## config.mk

```make
export PLATFORM = sky130hd
export DESIGN_NAME = cpu_run_ctrl
export DESIGN_NICKNAME = d
export VERILOG_FILES = /design/src/rtl/cpu_ctrl_pkg.sv /design/src/rtl/perf_counter.sv /design/src/rtl/cpu_run_ctrl.sv
export SDC_FILE = /design/constraint.sdc
export NUM_CORES = 1
export LEC_CHECK = 0
export CORE_AREA = 2 2 86 88
export CTS_CLUSTER_DIAMETER = 150
export DETAILED_ROUTE_END_ITERATION = 7
export DIE_AREA = 0 0 88 90
export MAX_ROUTING_LAYER = met4
export PLACE_DENSITY = 0.78
export SLEW_MARGIN = 20
export SYNTH_ARGS = -nofsm -noshare
export SYNTH_HDL_FRONTEND = slang
export SYNTH_SLANG_ARGS = --single-unit
```

## constraint.sdc

```tcl
create_clock -name clk -period 1.9 [get_ports clk]
set_clock_uncertainty 0.2 [all_clocks]
set_input_delay 0.38 -clock clk [delete_from_list [all_inputs] [get_ports clk]]
set_output_delay 0.38 -clock clk [all_outputs]
set_load 0.05 [all_outputs]
```

## src/rtl/cpu_ctrl_pkg.sv

```systemverilog
// Shared types for the CPU run controller: FSM state encoding and
// execute-stage PC-source select values.
package cpu_ctrl_pkg;

    typedef enum logic [1:0] {
        ST_BOOT = 2'd0,
        ST_RUN  = 2'd1,
        ST_HALT = 2'd2,
        ST_STEP = 2'd3
    } state_e;

    localparam logic [1:0] PCSRC_SEQ    = 2'd0;
    localparam logic [1:0] PCSRC_BRANCH = 2'd1;
    localparam logic [1:0] PCSRC_JAL    = 2'd2;
    localparam logic [1:0] PCSRC_JALR   = 2'd3;

endpackage

```

## src/rtl/perf_counter.sv

```systemverilog
// Free-running wrap-around event counter with enable and async clear.
module perf_counter #(
    parameter int W = 32
) (
    input  logic         clk,
    input  logic         rst_n,
    input  logic         en_i,
    output logic [W-1:0] cnt_o
);

    logic [W-1:0] cnt_q;

    always_ff @(posedge clk or negedge rst_n) begin
        if (!rst_n) begin
            cnt_q <= '0;
        end else if (en_i) begin
            cnt_q <= cnt_q + 1'b1;
        end
    end

    assign cnt_o = cnt_q;

endmodule

```

## src/rtl/cpu_run_ctrl.sv

```systemverilog
// CPU run/halt/step controller with boot hold-off and perf counters.
// Optional PC breakpoint is enabled by defining CPU_BREAKPOINT_EN.
//
//   state | meaning
//   BOOT  | post-reset hold-off, cpu_en=0 for BOOT_CYCLES cycles
//   RUN   | free running, cpu_en=1 unless a breakpoint hits
//   HALT  | stopped, waiting for step/run request
//   STEP  | single fetch cycle with cpu_en=1, then back to HALT
module cpu_run_ctrl
    import cpu_ctrl_pkg::*;
#(
    parameter int PC_W        = 12,
    parameter int BOOT_CYCLES = 4
) (
    input  logic            clk,
    input  logic            rst_n,
    input  logic            run_req,
    input  logic            halt_req,
    input  logic            step_req,
    input  logic [PC_W-1:0] pc_f,
    input  logic [1:0]      pcsrc_ex,
    input  logic            bp_valid,
    input  logic [PC_W-1:0] bp_addr,
    output logic            cpu_en,
    output logic            flush_f,
    output logic            halted,
    output logic [1:0]      state,
    output logic [31:0]     cycle_cnt,
    output logic [31:0]     instret
);

    localparam int BCW = (BOOT_CYCLES > 1) ? $clog2(BOOT_CYCLES) : 1;
    localparam logic [BCW-1:0] BOOT_LAST = BCW'(BOOT_CYCLES - 1);

    state_e         state_q, state_d;
    logic [BCW-1:0] boot_cnt_q, boot_cnt_d;
    logic           squash_q, squash_d;
    logic           bp_hit;

`ifdef CPU_BREAKPOINT_EN
    logic resume_q, resume_d;

    // Resume flag lets the instruction at the breakpoint PC execute once after run.
    assign bp_hit = (state_q == ST_RUN) && bp_valid && (pc_f == bp_addr) && !resume_q;

    always_comb begin
        resume_d = resume_q;
        if ((state_q == ST_HALT) && (state_d == ST_RUN)) begin
            resume_d = 1'b1;
        end else if (state_q == ST_RUN) begin
            resume_d = 1'b0;
        end
    end

    always_ff @(posedge clk or negedge rst_n) begin
        if (!rst_n) begin
            resume_q <= 1'b0;
        end else begin
            resume_q <= resume_d;
        end
    end
`else
    logic unused_bp;
    assign unused_bp = ^{bp_valid, bp_addr, pc_f};
    assign bp_hit    = 1'b0;
`endif

    always_ff @(posedge clk or negedge rst_n) begin
        if (!rst_n) begin
            state_q    <= ST_BOOT;
            boot_cnt_q <= '0;
            squash_q   <= 1'b0;
        end else begin
            state_q    <= state_d;
            boot_cnt_q <= boot_cnt_d;
            squash_q   <= squash_d;
        end
    end

    always_comb begin
        state_d    = state_q;
        boot_cnt_d = boot_cnt_q;
        cpu_en     = 1'b0;
        case (state_q)
            ST_BOOT: begin
                if (boot_cnt_q == BOOT_LAST) begin
                    state_d = ST_RUN;
                end else begin
                    boot_cnt_d = boot_cnt_q + 1'b1;
                end
            end
            ST_RUN: begin
                cpu_en = !bp_hit;
                if (halt_req || bp_hit) begin
                    state_d = ST_HALT;
                end
            end
            ST_HALT: begin
                if (halt_req) begin
                    state_d = ST_HALT;
                end else if (step_req) begin
                    state_d = ST_STEP;
                end else if (run_req) begin
                    state_d = ST_RUN;
                end
            end
            ST_STEP: begin
                cpu_en  = 1'b1;
                state_d = ST_HALT;
            end
            default: state_d = ST_BOOT;
        endcase
    end

    assign flush_f  = cpu_en && (pcsrc_ex != PCSRC_SEQ);
    assign squash_d = cpu_en ? flush_f : squash_q;

    assign state  = state_q;
    assign halted = (state_q == ST_HALT);

    perf_counter #(.W(32)) u_cycle_cnt (
        .clk   (clk),
        .rst_n (rst_n),
        .en_i  (state_q != ST_BOOT),
        .cnt_o (cycle_cnt)
    );

    perf_counter #(.W(32)) u_instret (
        .clk   (clk),
        .rst_n (rst_n),
        .en_i  (cpu_en && !squash_q),
        .cnt_o (instret)
    );

endmodule

```

==> results.md, run 1 <==
* Clock latency reported for the late side of the worst-skew pair at about 340 ps
* Number of top-level pins at approximately 100
* Die Footprint at 7920 um2
* Placement Setup Slack at just over 100 ps
* CP endpoint kind: primary output
* Syn Inst Count at about 280
* Proportion of power drawn by combinational gates at between 30 and 40%
* Tightest hold margin at ~270 ps
* Number of nets in the synthesized netlist at roughly 320
* Data required, critical path at about 1300 ps
* Pin count of the biggest net entering global routing at 70
* Peak clock frequency supported by timing at roughly 540 MHz
* Largest driver fanout on the critical path at 6
* Leakage at ~2.2 nW
* Total track usage at ~20%
* Final Power at approximately 0.0054 W
* Global route total overflow at 0
* CTS H-tree lvls at 3
* GP Congestion at ~0.81
* Vertical die dimension at roughly 90 um
* Fin crit share at between 90% and 100%
* Mean number of vias per cell at 5.21
* Via count of the first global-routing pass at approximately 2500
* DP HPWL at approximately 5100 um
* Fill cell count at between 500 and 600
* Proportion of synthesized chip area in sequential cells at between 50% and 60%
* Site Rows at 31
* Width of the chip at between 80 and 90 um
* IO Port Bufs at 75
* Number of inserted diodes at 0
* Detailed-route via count at 2522
* Sequential share of power at a little over a third
* Setup violators final at 0
* Slew margin rel. at about 65%
* Total CTS buffers at 9
* P&R area growth vs syn at 50.0%
* Power density cells at about 1100 nW/um2
* Initial antenna violation count at 0
* Post-Syn Area at around 3200 um2
* DRC errors left at 0
* Number of storage elements in the synthesis netlist at between 60 and 70
* Top cells by area in the synthesized netlist: sky130_fd_sc_hd__dfrtp_1 53%, sky130_fd_sc_hd__xnor2_1 14%, sky130_fd_sc_hd__nand4_1 5.4%
* Class of the most critical hold timing path: reg -> reg
* Max Transition Viols Final at 0
* Starting density of the core at 46.1%
* Synth Area per Inst at 11.4 um2
* Count of nets left with antenna violations after detail routing at 0
* Final Hold Violating Endpoints at 0
* Post-synth top area cell: sky130_fd_sc_hd__dfrtp_1
* Maxcap violations at 0
* Final Net Count at between 400 and 500
* Shortest period the worst path allows at 1850 ps
* First-pass DRT Iterations at 4
* Share of total power in the clock network at between 20% and 30%
* Routed WL per cell at roughly 15 um
* Worst Path Arrival at 1270 ps
* Result of the run: complete, no violations
* Buffer depth of the longest clock path at 2
* Clock Sinks at 69
* Worst-case setup margin in the final layout at 53.3 ps
* Path type of the worst setup path: reg -> out
* Portion of synthesized cell area occupied by the leading cell type at between 50 and 60%
* Unique masters post-synth at 35
* Core outline area at 7020 um2
* Final wirelength at between 7000 and 8000 um
* Internal power at 0.00346 W
* Switch Pwr at slightly below 0.002 W
* Worst Setup Start Kind: flop
* Worst-margin pin slew at 518 ps
* Number of warning messages in the yosys log at 0
* Clock input transition at the sequential cells of the worst setup and hold paths at 70 ps
* Final core utilization at 69.2%
* CTS tree: yes
* Fraction of layout cells with a size suffix above 1 at 40.5%
* First-pass GRT wire length at between 10000 and 15000 um
* CTS Root Buffer Type: sky130_fd_sc_hd__clkbuf_8
* Fraction of power spent switching nets at 36.2%
* Initial DRC count at ~130
* Max IR drop VDD at roughly 1100 uV
-- critical path: stages, from the launching register on --
cell,delay (ps)
sky130_fd_sc_hd__dfrtp_2,440
sky130_fd_sc_hd__buf_4,180
sky130_fd_sc_hd__nor2b_2,160
sky130_fd_sc_hd__buf_12,150
-- power by group through the flow --
stage | Combinational [W] | Sequential (W) | Clock, W
finish | 0.00211 | 0.00197 | 0.00134
global route | 0.00224 | 0.00200 | 0.00144
CTS | 0.00211 | 0.00197 | 0.00135
detailed placement | 0.00210 | 0.00200 | 0
global placement | 0.00205 | 0.00198 | 0
floorplan | 0.000610 | 0.00242 | 0
-- metal layers --
layer,GRT usage (%),vias up,wire (um)
li1,-,1202,-
met1,26.8,1239,3100
met2,29.7,70,3570
met3,3.21,11,274
met4,7.82,0,103
met5,-,-,0
-- kinds of logic after synthesis --
logic type | share of synthesized area (%)
mux | 1.04
buf+inv | 1.43
xor+xnor | 17.0
flops | 53.3
simple gates | 24.3
fa+ha+maj | 1.16
compound gates | 1.66
-- Yosys cell counts, drive strengths merged --
cell / count
buf: 2
inv: 6
a21o: 1
and2: 4
nand3: 17
nand2: 23
nor4: 6
and3: 7
mux2: 3
ha: 3
o211ai: 2
a31oi: 1
nand4: 29
nand3b: 1
xor2: 11
nor2: 18
dfrtp: 69
nor3: 6
xnor2: 52
or3: 1
nor2b: 1
o21ai: 2
clkbuf: 3
and4: 9
nand4b: 4
a21oi: 2
-- path summary, 6_finish.rpt --
check	from	endpoint	slack, ps	cells past startpoint
min in group asynchronous	rst_n	u_instret.cnt_o[9]	390	3
hold reg to reg	boot_cnt_q[0]	boot_cnt_q[0]	270	1
max in group asynchronous	rst_n	state[1]	790	3
setup reg to reg	u_cycle_cnt.cnt_o[3]	u_cycle_cnt.cnt_o[11]	110	4
setup / recovery	state[0]	halted	50	3
hold / removal	boot_cnt_q[0]	boot_cnt_q[0]	270	1
-- cell type report --
class / count / area, um2 / share of cell area [%]
multi-input cells: 203 / 1510 / 31.0
inverters: 6 / 22.5 / 0.464
clock buffers: 10 / 138 / 2.83
clock inverters: 6 / 86.3 / 1.78
flip-flops and latches: 69 / 1770 / 36.5
repair buffers: 91 / 1210 / 24.9
well taps: 99 / 124 / 2.55
-- metrics by stage --
step           cell area [um2]  TNS [ps]  cells
2_1_floorplan             3310      -149    283
3_3_place_gp              4590         0    465
3_5_place_dp              4590         0    465
4_1_cts                   4820         0    482
5_1_grt                   4860    -0.310    484
6_report                  4860         0    484
-- state kept, by name, summed over array words and instances (netlist names) --
signal / count
state: 2
u_instret.cnt_o: 32
boot_cnt_q: 2
squash_q: 1
u_cycle_cnt.cnt_o: 32
-- timing repair --
item	in CTS	in global routing
hold buffers	1	0
endpoints found under the setup margin	0	13
hold endpoints to repair	69	0
setup buffers	0	2
resized for setup	0	3
-- layout by cell type, fill, tap and decap left out, types with 5 or more instances in the layout --
master | synthesis | final
sky130_fd_sc_hd__xor2_1 | 11 | 11
sky130_fd_sc_hd__buf_12 | 0 | 41
sky130_fd_sc_hd__clkbuf_8 | 0 | 10
sky130_fd_sc_hd__clkdlybuf4s50_1 | 0 | 5
sky130_fd_sc_hd__nand4_1 | 28 | 28
sky130_fd_sc_hd__xnor2_1 | 52 | 52
sky130_fd_sc_hd__dfrtp_2 | 0 | 35
sky130_fd_sc_hd__and4_1 | 8 | 8
sky130_fd_sc_hd__nor2_1 | 18 | 16
sky130_fd_sc_hd__nand3_1 | 16 | 16
sky130_fd_sc_hd__nand2_1 | 23 | 22
sky130_fd_sc_hd__buf_4 | 1 | 43
sky130_fd_sc_hd__inv_1 | 6 | 6
sky130_fd_sc_hd__dfrtp_1 | 69 | 34
sky130_fd_sc_hd__and3_1 | 6 | 6
(Power assumes the default switching activity.)
==> run 2: changes to the inputs <==
- CORE_AREA: 2 2 86 88 -> 2 2 91 93
- DIE_AREA: 0 0 88 90 -> 0 0 93 95
- PLACE_DENSITY: 0.78 -> 0.73
- clock period: 1.9 -> 1.5 ns (I/O delays scaled with it)
==> results.md, run 2 (synthesized netlist as in run 1, its figures left out) <==
* Result of the run: complete, but fails checks (was complete, no violations)
* Violations in the final reports: negative setup slack
* DP HPWL at 6160 um (was 5100 um)
* Site Rows at 33 (was 31)
* Clock latency reported for the late side of the worst-skew pair at 360 ps (was 340 ps)
* Global route total overflow at 0 (unchanged)
* Path type of the worst setup path: reg -> reg (was reg -> out)
* Multi-input combinational cell area at 1780 um2 (was 1510 um2)
* List of cells traversed by the critical path: ha_4 -> nand2_4 -> nor4_4 -> buf_6 -> nand4_1 -> xnor2_2 (was buf_4 -> nor2b_2 -> buf_12)
* DRC errors left at 0 (unchanged)
* P&R area growth vs syn at 117% (was 50.0%)
* Class of the most critical hold timing path: reg -> reg (unchanged)
* Via count of the first global-routing pass at 3629 (was 2528)
* Number of top-level pins at 101 (unchanged)
* Worst Setup Start Kind: flop (unchanged)
* First-pass GRT wire length at 18000 um (was 12300 um)
* Fraction of layout cells with a size suffix above 1 at 66.9% (was 40.5%)
* First-pass DRT Iterations at 4 (unchanged)
* Final core utilization at 88.6% (was 69.2%)
* Worst-margin pin slew at 493 ps (was 518 ps)
* Clock Sinks at 69 (unchanged)
* GP Congestion at 0.871 (was 0.810)
* Setup violators final at 113 (was 0)
* Slew margin rel. at 67.0% (was 65.4%)
* Pin count of the biggest net entering global routing at 70 (unchanged)
* Initial DRC count at 248 (was 128)
* Clock input transition at the sequential cells of the worst setup and hold paths at 80 ps (was 70 ps)
* Non-filler cells in the finished layout at 642 (was 484)
* CTS tree: yes (unchanged)
* Critical path's largest stage delay at 410 ps (was 440 ps)
* Peak clock frequency supported by timing at roughly 550 MHz
* Die Footprint at 8840 um2 (was 7920 um2)
* Cell class contributing the biggest share of worst-path delay: simple AND/OR/NAND/NOR gates (was flip-flops)
* Register area at 1790 um2 (was 1770 um2)
* Worst-case setup margin in the final layout at -313 ps (was 53.3 ps)
* Buffer depth of the longest clock path at 2 (unchanged)
* Width of the chip at 93 um (was 88 um)
* Most used cells in the layout excluding fill and tap cells: 90 x sky130_fd_sc_hd__buf_4, 73 x sky130_fd_sc_hd__buf_12, 72 x sky130_fd_sc_hd__buf_6 (was 52 x sky130_fd_sc_hd__xnor2_1, 43 x sky130_fd_sc_hd__buf_4, 41 x sky130_fd_sc_hd__buf_12)
* CP endpoint kind: flop (was primary output)
* Power density cells at 1290 nW/um2 (was 1120 nW/um2)
* Count of nets left with antenna violations after detail routing at 0 (unchanged)
* Max Transition Viols Final at 0 (unchanged)
* Worst Path Arrival at 1850 ps (was 1270 ps)
* Maxcap violations at 0 (unchanged)
* Buffers and inverters on the worst path at 1 (was 2)
* Fill cell count at 305 (was 515)
* Shortest period the worst path allows at ~1800 ps
* Max IR drop VDD at 1160 uV (was 1130 uV)
* Reg-to-reg setup timing slack at -310 ps (was 110 ps)
* Detailed-route via count at 3428 (was 2522)
* Core outline area at 7930 um2 (was 7020 um2)
* Most frequent standard cell in the layout excluding fill and tap cells: sky130_fd_sc_hd__buf_4 (was sky130_fd_sc_hd__xnor2_1)
* Vertical die dimension at 95 um (was 90 um)
* CTS Root Buffer Type: sky130_fd_sc_hd__clkbuf_8 (unchanged)
* Final Net Count at 567 (was 415)
* Leakage at 3.24 nW (was 2.16 nW)
* Slowest-stage cell, CP: sky130_fd_sc_hd__dfrtp_2 (unchanged)
* Data required, critical path at 1540 ps (was 1320 ps)
* Fin crit share at 121%
* Final Hold Violating Endpoints at 0 (unchanged)
* Routed WL per cell at 21.4 um (was 14.6 um)
* Total track usage at 27.4% (was 19.8%)
* Final wirelength at 13800 um (was 7040 um)
* Initial antenna violation count at 0 (unchanged)
* Total CTS buffers at 9 (unchanged)
* Unrepaired setup endpoints after global routing: yes
* IO Port Bufs at 75 (unchanged)
* Number of inserted diodes at 0 (unchanged)
* Starting density of the core at 40.8% (was 46.1%)
* Largest driver fanout on the critical path at 5 (was 6)
* CTS H-tree lvls at 3 (unchanged)
* Mean number of vias per cell at 5.34 (was 5.21)
* Placement Setup Slack at -191 ps (was 101 ps)
* Number of placed cells counting well taps at 545 (was 465)
[run 2: cell type report]
cell class,count,share of cell area (%)
timing repair buffer,243,43.1
sequential,69,25.5
multi-input combinational,203,25.4
clock buffer,11,2.16
tap,105,1.87
clock inverter,5,1.51
inverter,6,0.428
[run 2: power breakdown]
group	internal [W]	total, W	switching [W]
Clock	0.00120	0.00202	0.000819
Combinational	0.00240	0.00458	0.00219
Sequential	0.00213	0.00242	0.000298
[run 2: layer usage]
metal	track usage, %	share of wire (%)
met3	5.19	5.0
met2	49.3	57
met4	13.2	3.9
met5	-	0
met1	29.0	35
[run 2: through the flow]
stage / setup TNS, ps / hold WS [ps] / cell area [um2] / power [W]
floorplan: -14140 / -196 / 3520 / 0.00413
global placement: -2710 / 149 / 5690 / 0.00582
detailed placement: -3810 / 151 / 5690 / 0.00591
CTS: -7900 / 285 / 6710 / 0.00841
global route: -16270 / 318 / 7020 / 0.00929
finish: -11950 / 298 / 7020 / 0.00903
[run 2: path summary, 6_finish.rpt]
check,from,endpoint,cells after the start
setup / recovery,u_instret.cnt_o[1],u_instret.cnt_o[24],6
hold / removal,boot_cnt_q[0],boot_cnt_q[0],1
setup reg to reg,u_instret.cnt_o[1],u_instret.cnt_o[24],6
hold reg to reg,boot_cnt_q[0],boot_cnt_q[0],1
max in group asynchronous,rst_n,u_instret.cnt_o[23],3
min in group asynchronous,rst_n,u_cycle_cnt.cnt_o[12],3
[run 2: what timing repair did]
item,CTS,global route
endpoints found under the hold margin,69,0
hold buffers,1,0
gates resized for setup,71,53
buffers inserted,66,35
endpoints found under the setup margin,108,117
pin swaps,21,41
gates cloned,0,2
